[src/rtl/lsu_pkg.sv]
// Shared types and helpers for the load/store unit.
//   lsu_state_e : controller states
//   lsu_size_e  : access width after decoding funct3
//   lsu_req_t   : request fields held for the duration of one access
//   F3_*        : RV32 load/store width codes
package lsu_pkg;

    localparam logic [2:0] F3_B  = 3'b000;
    localparam logic [2:0] F3_H  = 3'b001;
    localparam logic [2:0] F3_W  = 3'b010;
    localparam logic [2:0] F3_BU = 3'b100;
    localparam logic [2:0] F3_HU = 3'b101;

    typedef enum logic [2:0] {
        ST_IDLE,
        ST_LD_WAIT,
        ST_ST_WORD,
        ST_RMW_RD,
        ST_RMW_WR,
        ST_RESP
    } lsu_state_e;

    typedef enum logic [1:0] {
        SZ_B,
        SZ_H,
        SZ_W
    } lsu_size_e;

    typedef struct packed {
        logic        store;
        logic [2:0]  funct3;
        logic [1:0]  addr_lo;
        logic [31:0] wdata;
    } lsu_req_t;

    // BU/HU have no store form, so on a store they fall into the
    // unknown-code bucket and behave as a word access.
    function automatic lsu_size_e lsu_size(input logic store, input logic [2:0] funct3);
        case (funct3)
            F3_B:    return SZ_B;
            F3_H:    return SZ_H;
            F3_BU:   return store ? SZ_W : SZ_B;
            F3_HU:   return store ? SZ_W : SZ_H;
            default: return SZ_W;
        endcase
    endfunction

    function automatic logic lsu_misaligned(input lsu_size_e size, input logic [1:0] addr_lo);
        case (size)
            SZ_H:    return addr_lo[0];
            SZ_W:    return addr_lo != 2'b00;
            default: return 1'b0;
        endcase
    endfunction

endpackage

[src/rtl/lsu_lane_align.sv]
// Combinational lane steering for the load/store unit.
//   funct3_i, store_i : access type, decoded to a width with lsu_size()
//   addr_lo_i         : byte offset within the word
//   rword_i           : word read from memory
//   wdata_i           : store data (low bits used for B/H)
//   load_data_o       : selected lane, sign- or zero-extended
//   store_word_o      : rword_i with the store lane(s) replaced
// Half lane is chosen by addr_lo_i[1] only, so a half access with bit 0 set
// is naturally force-aligned.
module lsu_lane_align
    import lsu_pkg::*;
(
    input  logic [2:0]  funct3_i,
    input  logic        store_i,
    input  logic [1:0]  addr_lo_i,
    input  logic [31:0] rword_i,
    input  logic [31:0] wdata_i,
    output logic [31:0] load_data_o,
    output logic [31:0] store_word_o
);

    lsu_size_e   size;
    logic        zext;
    logic [7:0]  byte_sel;
    logic [15:0] half_sel;

    always_comb begin
        size     = lsu_size(store_i, funct3_i);
        zext     = (funct3_i == F3_BU) || (funct3_i == F3_HU);
        half_sel = addr_lo_i[1] ? rword_i[31:16] : rword_i[15:0];
        case (addr_lo_i)
            2'd0:    byte_sel = rword_i[7:0];
            2'd1:    byte_sel = rword_i[15:8];
            2'd2:    byte_sel = rword_i[23:16];
            default: byte_sel = rword_i[31:24];
        endcase

        load_data_o  = rword_i;
        store_word_o = rword_i;
        case (size)
            SZ_B: begin
                load_data_o = zext ? {24'b0, byte_sel} : {{24{byte_sel[7]}}, byte_sel};
                case (addr_lo_i)
                    2'd0:    store_word_o[7:0]   = wdata_i[7:0];
                    2'd1:    store_word_o[15:8]  = wdata_i[7:0];
                    2'd2:    store_word_o[23:16] = wdata_i[7:0];
                    default: store_word_o[31:24] = wdata_i[7:0];
                endcase
            end
            SZ_H: begin
                load_data_o = zext ? {16'b0, half_sel} : {{16{half_sel[15]}}, half_sel};
                if (addr_lo_i[1]) begin
                    store_word_o[31:16] = wdata_i[15:0];
                end else begin
                    store_word_o[15:0]  = wdata_i[15:0];
                end
            end
            default: begin
                load_data_o  = rword_i;
                store_word_o = wdata_i;
            end
        endcase
    end

endmodule

[src/rtl/load_store_unit.sv]
// Load/store unit: single-outstanding initiator for a word-wide synchronous
// data memory. Byte/half stores are done as read-modify-write because the
// memory only has a word write strobe.
//   clk, reset (async, active low)
//   req_*   : request handshake from execute (req_ready high only in IDLE)
//   resp_*  : one-cycle completion pulse with extended load data / fault
//   mem_*   : memory read port (data RD_LAT cycles after address sampled)
//             and word write port
// Build option LSU_MISALIGN_TRAP_EN: misaligned accesses skip memory and
// complete with resp_fault=1. Without it they are force-aligned and
// resp_fault is tied low.
//
// state      | meaning
// -----------+-------------------------------------------------------------
// ST_IDLE    | waiting for a request, req_ready high
// ST_LD_WAIT | read address driven, counting down memory latency
// ST_ST_WORD | full-word write strobe, one cycle
// ST_RMW_RD  | reading word to merge a byte/half store into
// ST_RMW_WR  | writing merged word, one cycle
// ST_RESP    | resp_valid pulse
module load_store_unit
    import lsu_pkg::*;
#(
    parameter int ADDR_W = 32,
    parameter int RD_LAT = 1
) (
    input  logic              clk,
    input  logic              reset,
    input  logic              req_valid,
    output logic              req_ready,
    input  logic              req_store,
    input  logic [2:0]        req_funct3,
    input  logic [ADDR_W-1:0] req_addr,
    input  logic [31:0]       req_wdata,
    output logic              resp_valid,
    output logic [31:0]       resp_rdata,
    output logic              resp_fault,
    output logic [ADDR_W-1:0] mem_read_addr,
    input  logic [31:0]       mem_read_data,
    output logic [ADDR_W-1:0] mem_write_addr,
    output logic [31:0]       mem_write_data,
    output logic              mem_write_en
);

    lsu_state_e        state_q, state_d;
    lsu_req_t          req_q, req_d;
    logic [ADDR_W-3:0] waddr_q, waddr_d;
    logic [1:0]        cnt_q, cnt_d;
    logic [31:0]       word_q, word_d;
    logic              ready_en_q;
    logic [31:0]       load_data;
    logic [31:0]       store_word;
    lsu_size_e         req_size;
`ifdef LSU_MISALIGN_TRAP_EN
    logic              fault_q, fault_d;
`endif

    // ready_en_q keeps req_ready low while reset is held and for the
    // remainder of the release cycle, then high from the first clock on.
    always_ff @(posedge clk or negedge reset) begin
        if (!reset) begin
            state_q    <= ST_IDLE;
            req_q      <= '0;
            waddr_q    <= '0;
            cnt_q      <= '0;
            word_q     <= '0;
            ready_en_q <= 1'b0;
`ifdef LSU_MISALIGN_TRAP_EN
            fault_q    <= 1'b0;
`endif
        end else begin
            state_q    <= state_d;
            req_q      <= req_d;
            waddr_q    <= waddr_d;
            cnt_q      <= cnt_d;
            word_q     <= word_d;
            ready_en_q <= 1'b1;
`ifdef LSU_MISALIGN_TRAP_EN
            fault_q    <= fault_d;
`endif
        end
    end

    always_comb begin
        state_d  = state_q;
        req_d    = req_q;
        waddr_d  = waddr_q;
        cnt_d    = cnt_q;
        word_d   = word_q;
        req_size = lsu_size(req_store, req_funct3);
`ifdef LSU_MISALIGN_TRAP_EN
        fault_d  = fault_q;
`endif
        case (state_q)
            ST_IDLE: begin
                if (req_valid && req_ready) begin
                    req_d.store   = req_store;
                    req_d.funct3  = req_funct3;
                    req_d.addr_lo = req_addr[1:0];
                    req_d.wdata   = req_wdata;
                    waddr_d       = req_addr[ADDR_W-1:2];
                    // Down-counter: RD_LAT+1 cycles in the wait state covers
                    // the address-sample cycle plus the memory latency.
                    cnt_d         = 2'(RD_LAT);
`ifdef LSU_MISALIGN_TRAP_EN
                    fault_d       = 1'b0;
                    if (lsu_misaligned(req_size, req_addr[1:0])) begin
                        fault_d = 1'b1;
                        state_d = ST_RESP;
                    end else
`endif
                    if (!req_store) begin
                        state_d = ST_LD_WAIT;
                    end else if (req_size == SZ_W) begin
                        state_d = ST_ST_WORD;
                    end else begin
                        state_d = ST_RMW_RD;
                    end
                end
            end
            ST_LD_WAIT, ST_RMW_RD: begin
                if (cnt_q == 2'd0) begin
                    word_d  = mem_read_data;
                    state_d = (state_q == ST_LD_WAIT) ? ST_RESP : ST_RMW_WR;
                end else begin
                    cnt_d = cnt_q - 2'd1;
                end
            end
            ST_ST_WORD, ST_RMW_WR: state_d = ST_RESP;
            ST_RESP:               state_d = ST_IDLE;
            default:               state_d = ST_IDLE;
        endcase
    end

    lsu_lane_align u_lane_align (
        .funct3_i     (req_q.funct3),
        .store_i      (req_q.store),
        .addr_lo_i    (req_q.addr_lo),
        .rword_i      (word_q),
        .wdata_i      (req_q.wdata),
        .load_data_o  (load_data),
        .store_word_o (store_word)
    );

    // Every output is decoded from registered state, so an async reset
    // forces them all to zero immediately.
    assign req_ready      = ready_en_q && (state_q == ST_IDLE);
    assign resp_valid     = (state_q == ST_RESP);
    assign mem_write_en   = (state_q == ST_ST_WORD) || (state_q == ST_RMW_WR);
    assign mem_read_addr  = ((state_q == ST_LD_WAIT) || (state_q == ST_RMW_RD)) ? {waddr_q, 2'b00} : '0;
    assign mem_write_addr = mem_write_en ? {waddr_q, 2'b00} : '0;
    assign mem_write_data = mem_write_en ? store_word : '0;

`ifdef LSU_MISALIGN_TRAP_EN
    assign resp_fault = resp_valid && fault_q;
    assign resp_rdata = (resp_valid && !req_q.store && !fault_q) ? load_data : '0;
`else
    assign resp_fault = 1'b0;
    assign resp_rdata = (resp_valid && !req_q.store) ? load_data : '0;
`endif

endmodule

[config.mk]
export PLATFORM = sky130hd
export DESIGN_NAME = load_store_unit
export DESIGN_NICKNAME = d
export VERILOG_FILES = /design/src/rtl/lsu_pkg.sv /design/src/rtl/lsu_lane_align.sv /design/src/rtl/load_store_unit.sv
export SDC_FILE = /design/constraint.sdc
export NUM_CORES = 1
export LEC_CHECK = 0
export BUFFER_PORTS_ARGS = -buffer_cell sky130_fd_sc_hd__buf_2
export CAP_MARGIN = 20
export CORE_ASPECT_RATIO = 0.6
export CORE_MARGIN = 3
export CORE_UTILIZATION = 46
export DETAILED_ROUTE_END_ITERATION = 10
export PLACE_DENSITY = 0.88
export SETUP_SLACK_MARGIN = 0.02
export SLEW_MARGIN = 5
export SYNTH_ARGS = -nofsm -noshare
export SYNTH_HDL_FRONTEND = slang
export SYNTH_HIERARCHICAL = 1
export SYNTH_SLANG_ARGS = --single-unit
[constraint.sdc]
create_clock -name clk -period 1.7 [get_ports clk]
set_input_delay 0.085 -clock clk [delete_from_list [all_inputs] [get_ports clk]]
set_output_delay 0.085 -clock clk [all_outputs]
set_load 0.005 [all_outputs]
Word level (Yosys, flattened, before mapping)
Index checks and enable logic that the tools add are counted.
- latch bits: 0
- input bits: 103
- memory bits (read-only): 0
- RAM bits: 0
- output and inout bits: 132
- bits in registers: 106
- word-level logic and storage cells: 80
- memories: 0
- $lt $le $gt $ge: 0
- divide/modulo/power cells: 0
- $mul: 0
- bitwise gates (word level): 0
- add/subtract/negate cells: 1
- eq/ne operators: 18
- reductions and logical operators: 21
- muxes and demuxes: 31
- shift-type cells: 0
- operator list (kind ; number):
    $mux 32 ; 6
    $pmux 32 s2 ; 2
    $mux 16 ; 3
    $mux 8 ; 4
    $pmux 8 s3 ; 1
    $eq 3x3->1 const B ; 6
    $pmux 2 s4 ; 2
    $mux 2 ; 7
    $eq 3x1->1 const B ; 3
    $logic_not 3->1 ; 3
    $pmux 3 s3 ; 1
    $eq 3x2->1 const B ; 2
    $logic_not 2->1 ; 3
    $mux 3 ; 2
    $ne 2x2->1 const B ; 3
    $reduce_and 2->1 ; 3
    $eq 2x1->1 const B ; 2
    $eq 2x2->1 const B ; 2
    $pmux 2 s2 ; 1
    $reduce_or 2->1 ; 2
    $logic_and 1x1->1 ; 3
    $logic_or 1x1->1 ; 3
    $reduce_and 3->1 ; 1
    $reduce_or 3->1 ; 1
    other kinds (4) ; 5

Longest topological paths before layout
- depth after elaboration: 7
- depth in mapped cells: 7
- gate-level depth less buffers: 5

Hierarchy
Netlist, hierarchy kept.
- modules (own cells, without submodules) (module ; area an instance (µm²) ; seq. area each (µm²) ; times used ; cells an instance):
    load_store_unit ; 5062.4 ; 2652.5 ; 1 ; 396
    lsu_lane_align ; 1665.3 ; 0.0 ; 1 ; 244

Worst setup path after synthesis
No wires, ideal clock.
- path type: reg-to-output
- start: register req_q[33] (netlist bit)
- end: output resp_rdata[16]
- arrival: 1.543 ns
- buffers on the path: 2
- slack: 0.072 ns
- stages on the path, launching flop included: 7
- data required time: 1.615 ns
- path through: dfrtp_1 > buf_6 > or4_4 > nand3_4 > buf_12 > o22ai_2 > and3_1
- word-level cells in the longest chain between the ends: 5
- elaborated cells between the ends (all ways): 9
- those cells by class: eq/ne: 2; mux: 6; reduce/logical: 1
- ends and longest elaborated chain (element ; line ; RTL):
    start: declaration ; load_store_unit.sv:46 ; lsu_req_t req_q, req_d;
    start signal: assignment ; load_store_unit.sv:73 ; req_q <= req_d;
    $eq 2x2->1 (tied with other cells) ; lsu_lane_align.sv:31 ; case (addr_lo_i)
    $pmux 8 s3 ; lsu_lane_align.sv:31 ;
    $mux 32 ; lsu_lane_align.sv:42 ; load_data_o = zext ? {24'b0, byte_sel} : {{24{byte_sel[7]}}, byte_sel};
    $pmux 32 s2 * ; lsu_lane_align.sv:40 ; case (size)
    via load_data[16] ; load_store_unit.sv:51 ; logic [31:0] load_data;
    $mux 32 * ; load_store_unit.sv:159 ; assign resp_rdata = (resp_valid && !req_q.store) ? load_data : '0;
    end: declaration ; load_store_unit.sv:36 ; output logic [31:0] resp_rdata,
The timed path passes the listed nets; every way through them passes the cells marked *.

Worst setup path after layout
- start: register req_q[33] (netlist bit)
- end: output resp_rdata[14]
Same word-level chain as after synthesis.

==> impl_metrics.yaml <==
logic_synthesis:
  synth_edf_count: 0
  ys.flop_type: "dfrtp_1"
  synth-seq-area-share_pct: 39.4
  synth_area_leaders: "dfrtp_1 39%, mux2_2 14%, and2_1 8.6%, mux2_4 4.2%, and3_1 3.8%"
  synthTopCellsByCount: "106 x dfrtp_1, 93 x and2_1, 81 x mux2_2"
  synth_compound_area_share_pct: 13.2
  syn-instance-count: 640
  yosysMostFrequentCell: "dfrtp_1"
  synthXorXnorAreaFrac_pct: 0.130
  synthArstFlopShare_pct: 100
  synth_top_area_share_pct: 39.4
  synth-seq-cells: 106
  synth-adder-area-share_pct: 0.186
  ys_types: 56
  synth_top_cell_by_area: "dfrtp_1"
  mappedNetlistArea_sq_um: 6730
  ys_warn_count: 6
  synth_mux_area_share_pct: 20.6
  avgSynthCellArea_sq_um: 10.5
  synth_top_family_by_area: "multiplexers"
  yosys.area_share.simple_pct: 19.7
global_route:
  antenna_found_initial: 1
  grt_pass1_wl_um: 42700
  grt_pass1_vias: 7311
  grt_max_degree: 47
  grt_use_total_pct: 34.6
  overflow: 0
drt:
  drtIter0Drc: 1150
  drc_errors: 0
  firstDrtPassIters: 8
  wl_um: 31900
  ant_nets: 0
  vias: 7425
  viasPerCell: 6.00
  wl_per_cell_um: 25.7
setup_path:
  critical_path.top_delay_family: "simple AND/OR/NAND/NOR gates"
  r2r-start: "state_q[1]$_DFFE_PN0P_"
  path_class: "flop to output pin"
  path_cells: "mux4_2 -> nor3b_4 -> a221o_1 -> and3_4 -> buf_6"
  setup.worst_path.start_class: "flop"
  crit_buf_inv: 1
  crit_required_ps: 1620
  crit_fanout: 8
  setup.worst_path.end_class: "output pin"
  r2r_slack_ps: -140
  slowest_stage: "dfrtp_2"
  worst-r2r-cell-count: 7
  cp.arrival_ps: 2200
  r2r-end: "req_q[7]$_DFFE_PN0P_"
  slowest_delay_ps: 460
clocking:
  path_clk_slew_ps: 80
  clk_path_buf_depth: 2
  cts_tree: "done"
  clock-sinks: 106
  htreeDepth: 3
  cts_buffers: 9
  clock_latency_ps: 350
  root_buffer: "clkbuf_16"
floorplanning:
  pin_count: 235
  die_x_um: 162
  die_h_um: 99.7
  dieArea_sq_um: 16200
  core_sq_um: 14000
  core.rowCount: 33
  start_util_pct: 48.2
placed_design:
  gp_congestion: 1.00
  dp.cells: 1076
  dp_hpwl_um: 17000
  port_buffers: 229
sta:
  hold_violations: 2
  slew_violations: 0
  relSlewSlack_pct: 66.6
  tightest_slew_ps: 501
  max_freq_mhz: 438
  finClkSkew_ps: 9.52
  holdWs_ps: -9.99
  fin_tns_setup_ps: -35980
  setup_viol: 193
  final.period_utilization_pct: 134
  rsz0062_at_grt: "true"
  period_needed_ps: 2280
  fin_ws_ps: -581
layout:
  fin_cells: 1238
  fillers: 772
  final_core_util_pct: 82.1
  drive_gt1_share_pct: 57.9
  ff_latch_area_sq_um: 2660
  multi_input_area_sq_um: 4180
  fin_nets: 1145
  area_growth_syn_to_layout_pct: 70.4
  insertedDiodeCount: 0
status:
  failed_checks: "negative hold slack, negative setup slack"
  status: "complete, but fails checks"
min_path:
  hold_depth: 2
  hp-class: "input pin to flop"
  min_from: "mem_read_data[0]"
  hold_end: "word_q[0]$_DFFE_PN0P_"
power:
  p_per_area_nw_per_um2: 2090
  p_leak_nw: 5.56
  vdd_drop_max_v: 0.00123
flow_run:
  maxCapViolations: 0
[cell type report]
cell class | instances | area share, %
multi-input cells | 464 | 36.5
repair buffers | 443 | 35.2
flip-flops and latches | 106 | 23.2
well taps | 192 | 2.10
clock buffers | 9 | 1.96
inverters | 17 | 0.578
clock inverters | 7 | 0.437
[repair_timing]
| action | CTS | global route |
|---|---|---|
| hold endpoints to repair | 120 | 1 |
| setup buffers | 22 | 15 |
| pin swaps | 84 | 33 |
| gates resized for setup | 192 | 91 |
| gates cloned | 10 | 11 |
| hold buffers | 92 | 1 |
| endpoints found under the setup margin | 124 | 224 |
[registers in the layout, indices dropped and copies added, names as in the netlist]
name / flops
req_q: 38
word_q: 32
waddr_q: 30
state_q: 3
cnt_q: 2
ready_en_q: 1
[per-stage QoR]
| step | setup WS (ps) | instance area, sq um | power [mW] |
|---|---|---|---|
| 2_1_floorplan | 72.0 | 6740 | 11.5 |
| 3_3_place_gp | -103 | 8400 | 15.4 |
| 3_5_place_dp | -148 | 8400 | 15.7 |
| 4_1_cts | -468 | 10800 | 21.2 |
| 5_1_grt | -554 | 11500 | 24.8 |
| 6_report | -581 | 11500 | 24.0 |
[kinds of logic after synthesis]
group / after synthesis
AOI/OAI and AO/OA: 125
DFF: 106
other: 2
and+or+nand+nor: 219
buffers and inverters: 75
muxes: 111
xor gates and xnor gates: 1
adders and majority gates: 1
[worst max-delay path by stage]
| stage | from | end | slack [ps] | cells after the start |
|---|---|---|---|---|
| 2_1_floorplan | req_q[33]$_DFFE_PN0P_ | resp_rdata[16] | 70 | 6 |
| 3_3_place_gp | req_q[36]$_DFFE_PN0P_ | resp_rdata[14] | -100 | 5 |
| 3_5_place_dp | req_q[33]$_DFFE_PN0P_ | resp_rdata[14] | -150 | 6 |
| 4_1_cts | req_q[33]$_DFFE_PN0P_ | resp_rdata[14] | -470 | 5 |
| 5_1_grt | req_q[33]$_DFFE_PN0P_ | resp_rdata[14] | -550 | 5 |
| 6_report | req_q[33]$_DFFE_PN0P_ | resp_rdata[14] | -580 | 5 |
[metal layers]
metal / share of wire [%] / wire (um) / GRT usage [%]
met3: 14 / 4400 / 13.2
met5: 0.24 / 78 / 0
met4: 3.2 / 1020 / 8.06
met1: 40 / 12600 / 46.7
met2: 43 / 13800 / 53.3
[placed cells by master, fill, tap and decap left out, types with 9 or more instances in the layout]
cell type / Yosys / final
inv_1: 16 / 16
a21oi_2: 1 / 10
dfrtp_1: 106 / 100
buf_6: 5 / 92
a221o_1: 16 / 16
a21oi_1: 24 / 13
and2_4: 0 / 56
mux2_4: 19 / 50
dlygate4sd3_1: 0 / 93
nand3b_1: 9 / 9
nor2_1: 22 / 21
nand2_1: 24 / 18
o21ai_1: 1 / 10
buf_4: 13 / 51
and2_1: 93 / 37
buf_2: 15 / 168
and3_1: 41 / 35
o21ai_0: 24 / 12
clkbuf_16: 0 / 18
mux2_2: 81 / 50
buf_12: 4 / 17
[where the power goes]
part           switching, mW  internal, mW  total (mW)
clock                   1.04          1.01        2.05
sequential              1.65          3.81        5.45
combinational           7.56          8.94        16.5
(Power assumes the default switching activity.)
